File: config.mk
export PLATFORM = sky130hd
export DESIGN_NAME = multicycle_control
export DESIGN_NICKNAME = d
export VERILOG_FILES = /design/src/rtl/multicycle_control.sv
export SDC_FILE = /design/constraint.sdc
export NUM_CORES = 1
export LEC_CHECK = 0
export ABC_AREA = 1
export BUFFER_PORTS_ARGS = -buffer_cell sky130_fd_sc_hd__buf_2
export CORE_UTILIZATION = 30
export CTS_BUF_LIST = sky130_fd_sc_hd__clkbuf_8
export CTS_CLUSTER_SIZE = 20
export DETAILED_ROUTE_END_ITERATION = 12
export HOLD_SLACK_MARGIN = 0.02
export RECOVER_POWER = 25
export SYNTH_ARGS = -nofsm -noshare
export SYNTH_HDL_FRONTEND = slang
export SYNTH_SLANG_ARGS = --single-unit
File: constraint.sdc
create_clock -name clk -period 4.45 [get_ports clk]
set_input_delay 0.6675 -clock clk [delete_from_list [all_inputs] [get_ports clk]]
set_output_delay 0.6675 -clock clk [all_outputs]
set_load 0.02 [all_outputs]
File: src/rtl/multicycle_control.sv
// Multi-cycle MIPS control FSM: fetch/decode/execute/memory/write-back sequencing
// with ready-handshaked memory states and a wait timeout. Optional: MULTICYCLE_JUMP_EN.
module multicycle_control #(
  parameter int unsigned MEM_TIMEOUT = 16,
  parameter int unsigned CNT_WIDTH   = 5
) (
  input  logic       clk,
  input  logic       reset,
  input  logic [5:0] opcode_i,
  input  logic       mem_ready_i,
  output logic       pc_write_o,
  output logic       pc_write_cond_eq_o,
  output logic       pc_write_cond_ne_o,
  output logic       i_or_d_o,
  output logic       mem_read_o,
  output logic       mem_write_o,
  output logic       ir_write_o,
  output logic       mem_to_reg_o,
  output logic       reg_dst_o,
  output logic       reg_write_o,
  output logic       alu_src_a_o,
  output logic [1:0] alu_src_b_o,
  output logic [1:0] pc_source_o,
  output logic [2:0] alu_op_o,
  output logic       instr_done_o,
  output logic       illegal_op_o,
  output logic       fault_o,
  output logic [3:0] state_o
);

  typedef enum logic [3:0] {
    S_RST       = 4'd0,
    S_FETCH     = 4'd1,
    S_DECODE    = 4'd2,
    S_MEM_ADDR  = 4'd3,
    S_MEM_READ  = 4'd4,
    S_MEM_WB    = 4'd5,
    S_MEM_WRITE = 4'd6,
    S_R_EXEC    = 4'd7,
    S_R_WB      = 4'd8,
    S_I_EXEC    = 4'd9,
    S_I_WB      = 4'd10,
    S_BRANCH    = 4'd11,
`ifdef MULTICYCLE_JUMP_EN
    S_JUMP      = 4'd12,
`endif
    S_FAULT     = 4'd15
  } state_t;

  localparam logic [5:0] OP_RTYPE = 6'h00;
  localparam logic [5:0] OP_ADDI  = 6'h08;
  localparam logic [5:0] OP_LUI   = 6'h0F;
  localparam logic [5:0] OP_ORI   = 6'h0D;
  localparam logic [5:0] OP_ANDI  = 6'h0C;
  localparam logic [5:0] OP_LW    = 6'h23;
  localparam logic [5:0] OP_SW    = 6'h2B;
  localparam logic [5:0] OP_BEQ   = 6'h04;
  localparam logic [5:0] OP_BNE   = 6'h05;
`ifdef MULTICYCLE_JUMP_EN
  localparam logic [5:0] OP_J     = 6'h02;
`endif

  localparam logic [2:0] ALU_ADD   = 3'b100;
  localparam logic [2:0] ALU_SUB   = 3'b101;
  localparam logic [2:0] ALU_RTYPE = 3'b111;
  localparam logic [2:0] ALU_LUI   = 3'b001;
  localparam logic [2:0] ALU_ORI   = 3'b010;
  localparam logic [2:0] ALU_ANDI  = 3'b011;

  localparam bit                   TIMEOUT_EN   = (MEM_TIMEOUT != 0);
  localparam logic [CNT_WIDTH-1:0] TIMEOUT_LAST =
    CNT_WIDTH'((MEM_TIMEOUT == 0) ? 0 : MEM_TIMEOUT - 1);

  state_t               state_q, state_next;
  logic [CNT_WIDTH-1:0] wait_cnt_q;
  logic                 in_mem_state;
  logic                 wait_expired;

  assign in_mem_state = (state_q == S_FETCH) || (state_q == S_MEM_READ) ||
                        (state_q == S_MEM_WRITE);
  assign wait_expired = TIMEOUT_EN && (wait_cnt_q == TIMEOUT_LAST) && !mem_ready_i;
  assign state_o      = state_q;

  always_ff @(posedge clk or negedge reset) begin
    if (!reset) state_q <= S_RST;
    else        state_q <= state_next;
  end

  // Any state change clears the counter, which covers every entry into a memory state.
  always_ff @(posedge clk or negedge reset) begin
    if (!reset)                     wait_cnt_q <= '0;
    else if (state_next != state_q) wait_cnt_q <= '0;
    else if (in_mem_state)          wait_cnt_q <= wait_cnt_q + CNT_WIDTH'(1);
  end

  always_comb begin
    state_next         = state_q;
    pc_write_o         = 1'b0;
    pc_write_cond_eq_o = 1'b0;
    pc_write_cond_ne_o = 1'b0;
    i_or_d_o           = 1'b0;
    mem_read_o         = 1'b0;
    mem_write_o        = 1'b0;
    ir_write_o         = 1'b0;
    mem_to_reg_o       = 1'b0;
    reg_dst_o          = 1'b0;
    reg_write_o        = 1'b0;
    alu_src_a_o        = 1'b0;
    alu_src_b_o        = 2'b00;
    pc_source_o        = 2'b00;
    alu_op_o           = 3'b000;
    illegal_op_o       = 1'b0;
    fault_o            = 1'b0;

    case (state_q)
      S_RST: state_next = S_FETCH;
      S_FETCH: begin
        mem_read_o  = 1'b1;
        alu_src_b_o = 2'b01;
        alu_op_o    = ALU_ADD;
        ir_write_o  = mem_ready_i;
        pc_write_o  = mem_ready_i;
        if (mem_ready_i)       state_next = S_DECODE;
        else if (wait_expired) state_next = S_FAULT;
      end
      S_DECODE: begin
        alu_src_b_o = 2'b11;
        alu_op_o    = ALU_ADD;
        case (opcode_i)
          OP_RTYPE:                         state_next = S_R_EXEC;
          OP_ADDI, OP_LUI, OP_ORI, OP_ANDI: state_next = S_I_EXEC;
          OP_LW, OP_SW:                     state_next = S_MEM_ADDR;
          OP_BEQ, OP_BNE:                   state_next = S_BRANCH;
`ifdef MULTICYCLE_JUMP_EN
          OP_J:                             state_next = S_JUMP;
`endif
          default: begin
            state_next   = S_FETCH;
            illegal_op_o = 1'b1;
          end
        endcase
      end
      S_MEM_ADDR: begin
        alu_src_a_o = 1'b1;
        alu_src_b_o = 2'b10;
        alu_op_o    = ALU_ADD;
        state_next  = (opcode_i == OP_SW) ? S_MEM_WRITE : S_MEM_READ;
      end
      S_MEM_READ: begin
        i_or_d_o   = 1'b1;
        mem_read_o = 1'b1;
        if (mem_ready_i)       state_next = S_MEM_WB;
        else if (wait_expired) state_next = S_FAULT;
      end
      S_MEM_WB: begin
        mem_to_reg_o = 1'b1;
        reg_write_o  = 1'b1;
        state_next   = S_FETCH;
      end
      S_MEM_WRITE: begin
        i_or_d_o    = 1'b1;
        mem_write_o = 1'b1;
        if (mem_ready_i)       state_next = S_FETCH;
        else if (wait_expired) state_next = S_FAULT;
      end
      S_R_EXEC, S_R_WB: begin
        alu_src_a_o = 1'b1;
        alu_op_o    = ALU_RTYPE;
        if (state_q == S_R_WB) begin
          reg_dst_o   = 1'b1;
          reg_write_o = 1'b1;
          state_next  = S_FETCH;
        end else begin
          state_next  = S_R_WB;
        end
      end
      S_I_EXEC, S_I_WB: begin
        alu_src_a_o = 1'b1;
        alu_src_b_o = 2'b10;
        case (opcode_i)
          OP_LUI:  alu_op_o = ALU_LUI;
          OP_ORI:  alu_op_o = ALU_ORI;
          OP_ANDI: alu_op_o = ALU_ANDI;
          default: alu_op_o = ALU_ADD;
        endcase
        if (state_q == S_I_WB) begin
          reg_write_o = 1'b1;
          state_next  = S_FETCH;
        end else begin
          state_next  = S_I_WB;
        end
      end
      S_BRANCH: begin
        alu_src_a_o        = 1'b1;
        alu_op_o           = ALU_SUB;
        pc_source_o        = 2'b01;
        pc_write_cond_eq_o = (opcode_i == OP_BEQ);
        pc_write_cond_ne_o = (opcode_i == OP_BNE);
        state_next         = S_FETCH;
      end
`ifdef MULTICYCLE_JUMP_EN
      S_JUMP: begin
        pc_write_o  = 1'b1;
        pc_source_o = 2'b10;
        state_next  = S_FETCH;
      end
`endif
      S_FAULT: fault_o = 1'b1;
      default: state_next = S_RST;
    endcase
  end

  // Completion is the transition back into FETCH; waiting in FETCH and leaving RST are not completions.
  assign instr_done_o = (state_next == S_FETCH) && (state_q != S_FETCH) &&
                        (state_q != S_RST);

endmodule

== After elaboration in Yosys (flattened, before gate mapping) ==
Index checks and enable logic that the tools add are counted.
Storage, ports and cells
  output and inout bits: 25
  bits in registers: 9
  input port bits: 9
Operators by class
  equality and inequality tests: 24
  reductions and logical operators: 22
  muxes and demuxes: 30
  $add $sub $neg: 1
Operators by type and width (number)
  case mux 4 bit (9 select lines): 1
  == test 6 x 4 -> 1 bit (second input constant): 4
  two-way mux 4 bit: 6
  == test 4 bit (second input constant): 5
  == test 4 x 3 -> 1 bit (second input constant): 4
  case mux 4 bit (4 select lines): 1
  two-way mux 1 bit: 15
  == test 6 x 3 -> 1 bit (second input constant): 2
  == test 6 bit (second input constant): 2
  case mux 3 bit (4 select lines): 1
  OR reduction 2 bit: 6
  two-way mux 5 bit: 2
  case mux 3 bit (3 select lines): 1
  OR reduction 3 bit: 3
  OR reduction 9 bit: 1
  == test 4 x 1 -> 1 bit (second input constant): 2
  == test 4 x 2 -> 1 bit (second input constant): 2
  zero test 6 bit: 1
  case mux 2 bit (3 select lines): 1
  OR reduction 6 bit: 1
  adder 5 x 1 -> 5 bit (second input constant): 1
  == test 5 x 4 -> 1 bit (second input constant): 1
  zero test 4 bit: 1
  != test 4 x 1 -> 1 bit (second input constant): 1
  9 further kinds: 12

== Longest topological paths before layout ==
Gate-level depths: netlist (run 1).
  word-level depth: 8
  depth in mapped cells: 11

== Least setup slack after synthesis (run 1) ==
No wires, ideal clock.
  path type: reg2out
  start: register wait_cnt_q[0]
  end: output instr_done_o
  buffers on the path: 0
  path slack: 1928 ps
  arrival: 1855 ps
  cell stages (with the launch flop): 9
  cells stage by stage: dfrtp_1 -> ha_1 -> and3_1 -> ha_1 -> o21ai_0 -> a21oi_1 -> nor2_1 -> nand4_1 -> nor3_1
Between the ends
  longest elaborated chain between the ends: 8
  elaborated cells on any way between the ends: 10
Ends and longest elaborated chain
  start, declared: line 75  | logic [CNT_WIDTH-1:0] wait_cnt_q;
  start signal, assigned: line 93  | else if (in_mem_state) wait_cnt_q <= wait_cnt_q + CNT_WIDTH'(1);
  == test 5 x 4 -> 1 bit (*): line 81  | assign wait_expired = TIMEOUT_EN && (wait_cnt_q == TIMEOUT_LAST) && !mem_ready_i;
  logical AND 1 bit (*): line 81
  two-way mux 4 bit (*): line 124, 153, 164
  two-way mux 4 bit, on equally long branches: line 163, 123, 152
  case mux 4 bit (9 select lines) (*): line 115  | case (state_q)
  == test 4 x 1 -> 1 bit (*): line 214  | assign instr_done_o = (state_next == S_FETCH) && (state_q != S_FETCH) &&
  logical AND 1 bit (*) (2 in a row): line 214
  end, declared: line 25  | output logic instr_done_o,
Every way passes the cells marked *; elsewhere a longest branch is shown, timed or not.

== Worst setup path in the final report (run 1) ==
  start: register wait_cnt_q[0]
  end: output instr_done_o
Between the ends
  longest elaborated chain between the ends: 8
  elaborated cells on any way between the ends: 10
Ends and longest elaborated chain
  == test 5 x 4 -> 1 bit (*): line 81
  logical AND 1 bit (*): line 81
  two-way mux 4 bit (*): line 124, 153, 164
  two-way mux 4 bit, on equally long branches: line 163, 123, 152
  case mux 4 bit (9 select lines) (*): line 115
  net state_next[1]: line 74  | state_t state_q, state_next;
  == test 4 x 1 -> 1 bit (*): line 214
  logical AND 1 bit (*) (2 in a row): line 214
The timed path passes the listed nets; every way through them passes the cells marked *.

==> impl_metrics.toml, run 1 <==
[outcome]
status = "finished with violations"
violations = "DRC"

[synthesis]
synth_warnings = 0
synth-seq-area-share_pct = 24.29
ys_types = 29
avgSynthCellArea_um2 = 6.140
synth_nets = 162
yosys.area.top_type_share_pct = 24.29
synth_top_family_by_area = "simple AND/OR/NAND/NOR gates"
synth.area.mux_share_pct = 2.294
ys_seq_elements = 9
synth_area_leader_cell = "dfrtp_1"
synth_compound_area_share_pct = 6.883
netlist_instances = 151
syn_area_um2 = 927.1
synth_xor_xnor_area_share_pct = 2.834
synth_fa_ha_area_share_pct = 2.699
synth.area.top_cells = "dfrtp_1 24%, nor2_1 13%, nand2_1 11%"
yosys.area_share.simple_pct = 47.91

[layout]
antenna_cells = 0
drive_gt1_share_pct = 26.09
register_area_um2 = 225.2
multi_input_area_um2 = 584.3
syn_to_final_growth_pct = 23.89
fillCellCount = 319
final_cells = 215
fin_area_um2 = 1149
fin_nets = 196

[grt]
gr-usage-all-layers_pct = 13.21
overflow = 0
grt_pass1_vias = 869
grt_max_degree = 11
grt_pass1_wl_um = 3594
antenna_found_initial = 0

[timing]
fin_ws_ns = 1.698
fmax_mhz = 363.4
fin_setup_tns_ns = 0
rsz0062_at_grt = "false"
hold_viol = 0
fin_worst_skew_ns = 0.0006754
hold_ws_ns = 0.3698
setup_viol = 0
fin_crit_sh_pct = 61.83
maxSlewViolCount = 0
layout_min_cycle_time_ns = 2.752

[pwr]
power_frac_clock_pct = 12.3
p_int_w = 0.0003134
ir_worst_vdd_uv = 165.3
power_frac_seq_pct = 19.9
swShare_pct = 55.56
combPwrFrac_pct = 67.8
pwr_density_cell_nw_per_um2 = 614.0
switching_power_w = 0.0003918
p_leak_nw = 0.6736

[drt]
drt-initial-drc-count = 39
drc_errors = 2
ant_nets = 0
vias = 1048
via_per_inst = 4.874
wl_per_cell_um = 10.20
first_pass_iters = 8
wl_um = 2194

[worst_setup_path]
crit_path_start_kind = "flop"
worstSetupEndpointType = "output pin"
arrival_ns = 2.08
path_class = "reg2out"
cp_max_fo = 3
required_ns = 3.78

[placement]
dpl_cell_area_um2 = 1106
gp_congestion = 0.7983
portBuffers = 32
post-place-ws_ns = 1.903
dp.cells = 211
hpwl_um = 1857

[floorplan]
rows = 19
die-area_um2 = 3317
die_w_um = 57.59
initial_utilization_pct = 32.50
core_um2 = 2853
io_pins = 34
die-height_um = 57.59

[clock_tree]
clkTransAtPathRegs_ns = 0.04
cts_tree = "built"
clock_latency_ns = 0.22
numClockSinks = 9
postCtsResizedCells = 0
htree_levels = 1
cts.path.max_buffers = 2
postCtsHoldBufs = 0
cts_buffers = 3
cts_setup_buffers = 0
root_buffer = "clkbuf_8"

[run]
drv_cap = 0

[worst_hold_path]
hold_class = "in2async"
through the flow:
stage,util (%),power (W)
2_1_floorplan,-,0.0004914
3_3_place_gp,38.77,0.0006206
3_5_place_dp,38.77,0.0006201
4_1_cts,40.35,0.0007098
5_1_grt,40.26,0.0007696
6_report,40.26,0.0007052
power groups by stage:
stage / Combinational, W / Sequential [W] / Clock (W)
final: 0.000478 / 0.000140 / 0.0000865
after global placement: 0.000479 / 0.000141 / 0
after global routing: 0.000528 / 0.000144 / 0.0000976
after floorplan: 0.000346 / 0.000146 / 0
after CTS: 0.000481 / 0.000139 / 0.0000895
after detailed placement: 0.000480 / 0.000141 / 0
path summary, 6_finish.rpt:
kind | depth (start not counted) | slack (ns) | from | end
worst max-delay path | 9 | 1.70 | wait_cnt_q[0]$_DFFE_PN0P_ | instr_done_o
max in group asynchronous | 1 | 3.76 | reset | state_o[2]$_DFF_PN0_
worst min register to register | 2 | 0.57 | wait_cnt_q[3]$_DFFE_PN0P_ | wait_cnt_q[3]$_DFFE_PN0P_
worst min-delay path | 1 | 0.37 | reset | wait_cnt_q[4]$_DFFE_PN0P_
worst max register to register | 11 | 2.58 | wait_cnt_q[0]$_DFFE_PN0P_ | wait_cnt_q[3]$_DFFE_PN0P_
min in group clk | 2 | 0.57 | wait_cnt_q[3]$_DFFE_PN0P_ | wait_cnt_q[3]$_DFFE_PN0P_
cell type report:
| type | count | area share (%) |
|---|---|---|
| clock inverters | 1 | 0.3268 |
| repair buffers | 32 | 13.73 |
| multi-input cells | 113 | 50.87 |
| well taps | 31 | 3.377 |
| inverters | 26 | 8.497 |
| flip-flops and latches | 9 | 19.61 |
| clock buffers | 3 | 3.595 |
layout by cell type, fill, tap and decap left out, types with 3 or more instances in the layout:
cell      instances
buf_2            30
inv_1            23
clkbuf_8          3
nand4_1           6
nor2_2            3
nand2_1          28
inv_2             3
nand3_2           3
o21ai_0           6
nor2_1           33
dfrtp_1           9
nand3_1          14
layer usage:
| metal | GRT usage (%) | share of wire [%] |
|---|---|---|
| met1 | 17.94 | 47 |
| met2 | 22.43 | 48 |
| met3 | 1.587 | 4.8 |
| met5 | 0 | 0 |
| met4 | 2.787 | 0 |
cells by family after synthesis:
kind of cell             count (synthesis)
AO/OA/AOI/OAI                           11
XOR/XNOR                                 3
adder cells (fa/ha/maj)                  2
buffers and inverters                   29
flip-flops                               9
multiplexers                             2
other                                    1
AND/OR/NAND/NOR                         94
critical path, cell delays in order, from the launching register on:
cell and delay [ns]:
dfrtp_1 0.40, ha_1 0.21, and3_1 0.18, ha_1 0.20
nor2_1 0.09, nor2_1 0.04, o21ai_0 0.20, nand4_1 0.13
nor3_1 0.21, buf_2 0.20
sequential cells by signal (all words and copies together), names as in the netlist:
register,cells
state_o,4
wait_cnt_q,5
Yosys cell counts (all sizes together):
library cell  count
o211ai            1
o21ai             6
conb              1
nand3            17
o31ai             1
and3              1
clkinv            1
xnor2             1
nand2            31
a21oi             2
mux2i             1
ha                2
mux2              1
inv              25
dfrtp             9
nor2             37
buf               3
nand4             7
xor2              2
nor3              1
o221ai            1
Note: power is estimated with default switching activity, not from simulation.
==> run 2: changes to the inputs <==
--- a/config.mk
+++ b/config.mk
@@ -5,7 +5,7 @@
 export SDC_FILE = /design/constraint.sdc
 export NUM_CORES = 1
 export LEC_CHECK = 0
-export ABC_AREA = 1
+export ABC_AREA = 0
 export BUFFER_PORTS_ARGS = -buffer_cell sky130_fd_sc_hd__buf_2
 export CORE_UTILIZATION = 30
 export CTS_BUF_LIST = sky130_fd_sc_hd__clkbuf_8
==> constraint.sdc (replaced) <==
create_clock -name clk -period 2.2 [get_ports clk]
set_input_delay 0.33 -clock clk [delete_from_list [all_inputs] [get_ports clk]]
set_output_delay 0.33 -clock clk [all_outputs]
set_load 0.02 [all_outputs]
==> run 2 against run 1 <==
Net effect: the run ends with setup timing left; core utilization is 5.8 points higher; critical path depth up 1; combinational power grew to 2.6 times the previous value; setup slack got worse by 2.0 ns; sequential power is 91% higher; sequential share of layout area shrank 4.0 points; die area is 10% higher; register-to-register slack lost 2.4 ns; critical path type unchanged.
==> impl_metrics.toml, run 2 <==
[outcome]
status = "finished with violations"
violations = "setup timing"

[floorplan]
die-height_um = 60.45
initial_utilization_pct = 32.50
die-area_um2 = 3654
core_um2 = 3153
die_w_um = 60.45
rows = 20
io_pins = 34

[clock_tree]
clkTransAtPathRegs_ns = 0.05
clock_latency_ns = 0.24
htree_levels = 1
cts.path.max_buffers = 2
cts_tree = "built"
root_buffer = "clkbuf_8"
numClockSinks = 9
cts_buffers = 3

[synthesis]
async_flop_share_pct = 100.0
synth.area.top_cells = "dfrtp_1 22%, nor2_1 5.9%, nor2b_1 4.3%"
yosys.area.top_type_share_pct = 21.98
ys_types = 50
synth_warnings = 0
netlist_instances = 132
avgSynthCellArea_um2 = 7.763
synth_nets = 143
synth_edf_count = 0
syn_area_um2 = 1025
yosys_most_used_dff = "dfrtp_1"
netlist_top_cells_count = "16 x nor2_1, 9 x dfrtp_1, 8 x nand2_1, 8 x nor3_1, 7 x nor2b_1"
synth-seq-area-share_pct = 21.98
ys_seq_elements = 9
yosysMostFrequentCell = "nor2_1"
synth_area_leader_cell = "dfrtp_1"

[placement]
dpl_cell_area_um2 = 1333
hpwl_um = 2264
portBuffers = 32
gp_congestion = 0.8228
post-place-ws_ns = -0.1831

[timing]
fin_ws_ns = -0.3054
layout_min_cycle_time_ns = 2.505
fin_worst_skew_ns = 0.008294
maxSlewViolCount = 0
fin_setup_tns_ns = -0.3054
hold_viol = 0
setup_viol = 1
hold_ws_ns = 0.5602
fin_crit_sh_pct = 113.9
relSlewSlack_pct = 65.53
rsz0062_at_grt = "true"
max_slew.worst_pin.slew_ns = 0.5171
fmax_mhz = 399.1

[worst_hold_path]
whs_path_depth = 2
hold_class = "reg2reg"
whs_endpoint = "wait_cnt_q[3]$_DFFE_PN0P_"
hold_start = "wait_cnt_q[3]$_DFFE_PN0P_"

[worst_setup_path]
cp_max_fo = 2
crit_path_start_kind = "flop"
required_ns = 1.87
reg2reg_slack_ns = 0.16
regToRegEndpoint = "wait_cnt_q[4]$_DFFE_PN0P_"
crit_path_start = "wait_cnt_q[0]$_DFFE_PN0P_"
r2r-start = "wait_cnt_q[0]$_DFFE_PN0P_"
reg2reg_depth = 10
arrival_ns = 2.18
worstSetupEndpointType = "output pin"
path_class = "reg2out"

[grt]
grt_pass1_wl_um = 4981
overflow = 0
gr-usage-all-layers_pct = 17.95
grt_max_degree = 15
antenna_found_initial = 0
grt_pass1_vias = 1091

[pwr]
p_leak_nw = 0.6476
ir_worst_vdd_uv = 459.0
pwr_density_cell_nw_per_um2 = 1184
power_w = 0.001721

[drt]
drc_errors = 0
ant_nets = 0
vias = 1145
wl_met2_um = 1480
wl_per_cell_um = 13.11
via_per_inst = 5.158
wl_um = 2910
route.top_layer_used = "met4"
wl_met1_um = 1237
drt-initial-drc-count = 13
first_pass_iters = 4
route.met3.wl_um = 139

[layout]
fin_area_um2 = 1454
fillCellCount = 335
antenna_cells = 0
layout_common_cells = "30 x buf_2, 22 x buf_4, 13 x nor2_1"
largest_register_ffs = 5
drive_gt1_share_pct = 44.38
layout_commonest_cell = "buf_2"
largest_register = "wait_cnt_q"
fin_nets = 190
syn_to_final_growth_pct = 41.88

[run]
drv_cap = 0
run 2: cell types whose count changed in the layout (fill, tap and decap cells not counted), moves of 5 or more:
cell / delta
nand2_1: -20
nor2_1: -20
o22ai_1: +5
nor2b_1: +6
nand3_1: -12
inv_1: -19
nor3_1: +6
buf_4: +22
nand2b_1: +6
run 2: how the worst max path moves through the flow:
stage,end,depth (start not counted)
finish,instr_done_o,10
global route,instr_done_o,10
CTS,instr_done_o,10
detailed placement,instr_done_o,8
global placement,instr_done_o,8
floorplan,instr_done_o,7
run 2: where the power goes:
group          total (W)  internal (W)  switching, W
logic            0.00126      0.000537      0.000727
registers       0.000268      0.000206     0.0000626
clock network   0.000189      0.000122     0.0000673
total            0.00172      0.000864      0.000857
run 2: metal layers:
metal	global-route usage (%)	vias up
met5	0	-
met4	4.221	0
met3	4.478	6
met2	31.40	30
met1	22.21	548
li1	-	561
run 2: area by class of cell:
class	instances	area [um2]	share of cell area (%)
clock buffer	3	41.29	2.840
timing repair buffer	55	340.3	23.41
tap	44	55.05	3.787
clock inverter	1	3.754	0.2582
sequential	9	226.5	15.58
multi-input combinational	107	775.7	53.36
inverter	3	11.26	0.7745
run 2: stage by stage:
| step | util, % | instances |
|---|---|---|
| after detailed placement | 42.26 | 214 |
| after floorplan | - | 132 |
| after global routing | 46.11 | 222 |
| after global placement | 42.26 | 214 |
| after CTS | 45.08 | 221 |
| final | 46.11 | 222 |
run 2: cells by family after synthesis:
family,synth area share (%)
and+or+nand+nor,34.43
AOI/OAI and AO/OA,22.35
buffers and inverters,9.523
DFF,21.98
xor gates and xnor gates,6.838
adders and majority gates,3.540
other,0.3659
muxes,0.9768
run 2: critical path: stages (launching register included):
cell      delay (ns)
dfrtp_1         0.37
ha_2            0.19
and3_4          0.15
ha_4            0.15
buf_6           0.12
nor2_4          0.09
nor3_2          0.04
o21bai_1        0.16
nand4_1         0.19
nor4_4          0.31
buf_4           0.18
run 2: repair_timing:
item,4_1_cts,5_1_grt
gates resized for setup,6,7
hold endpoints to repair,9,0
buffers inserted,2,1
setup endpoints to repair,1,2
pin swaps,7,2
hold buffers,1,0
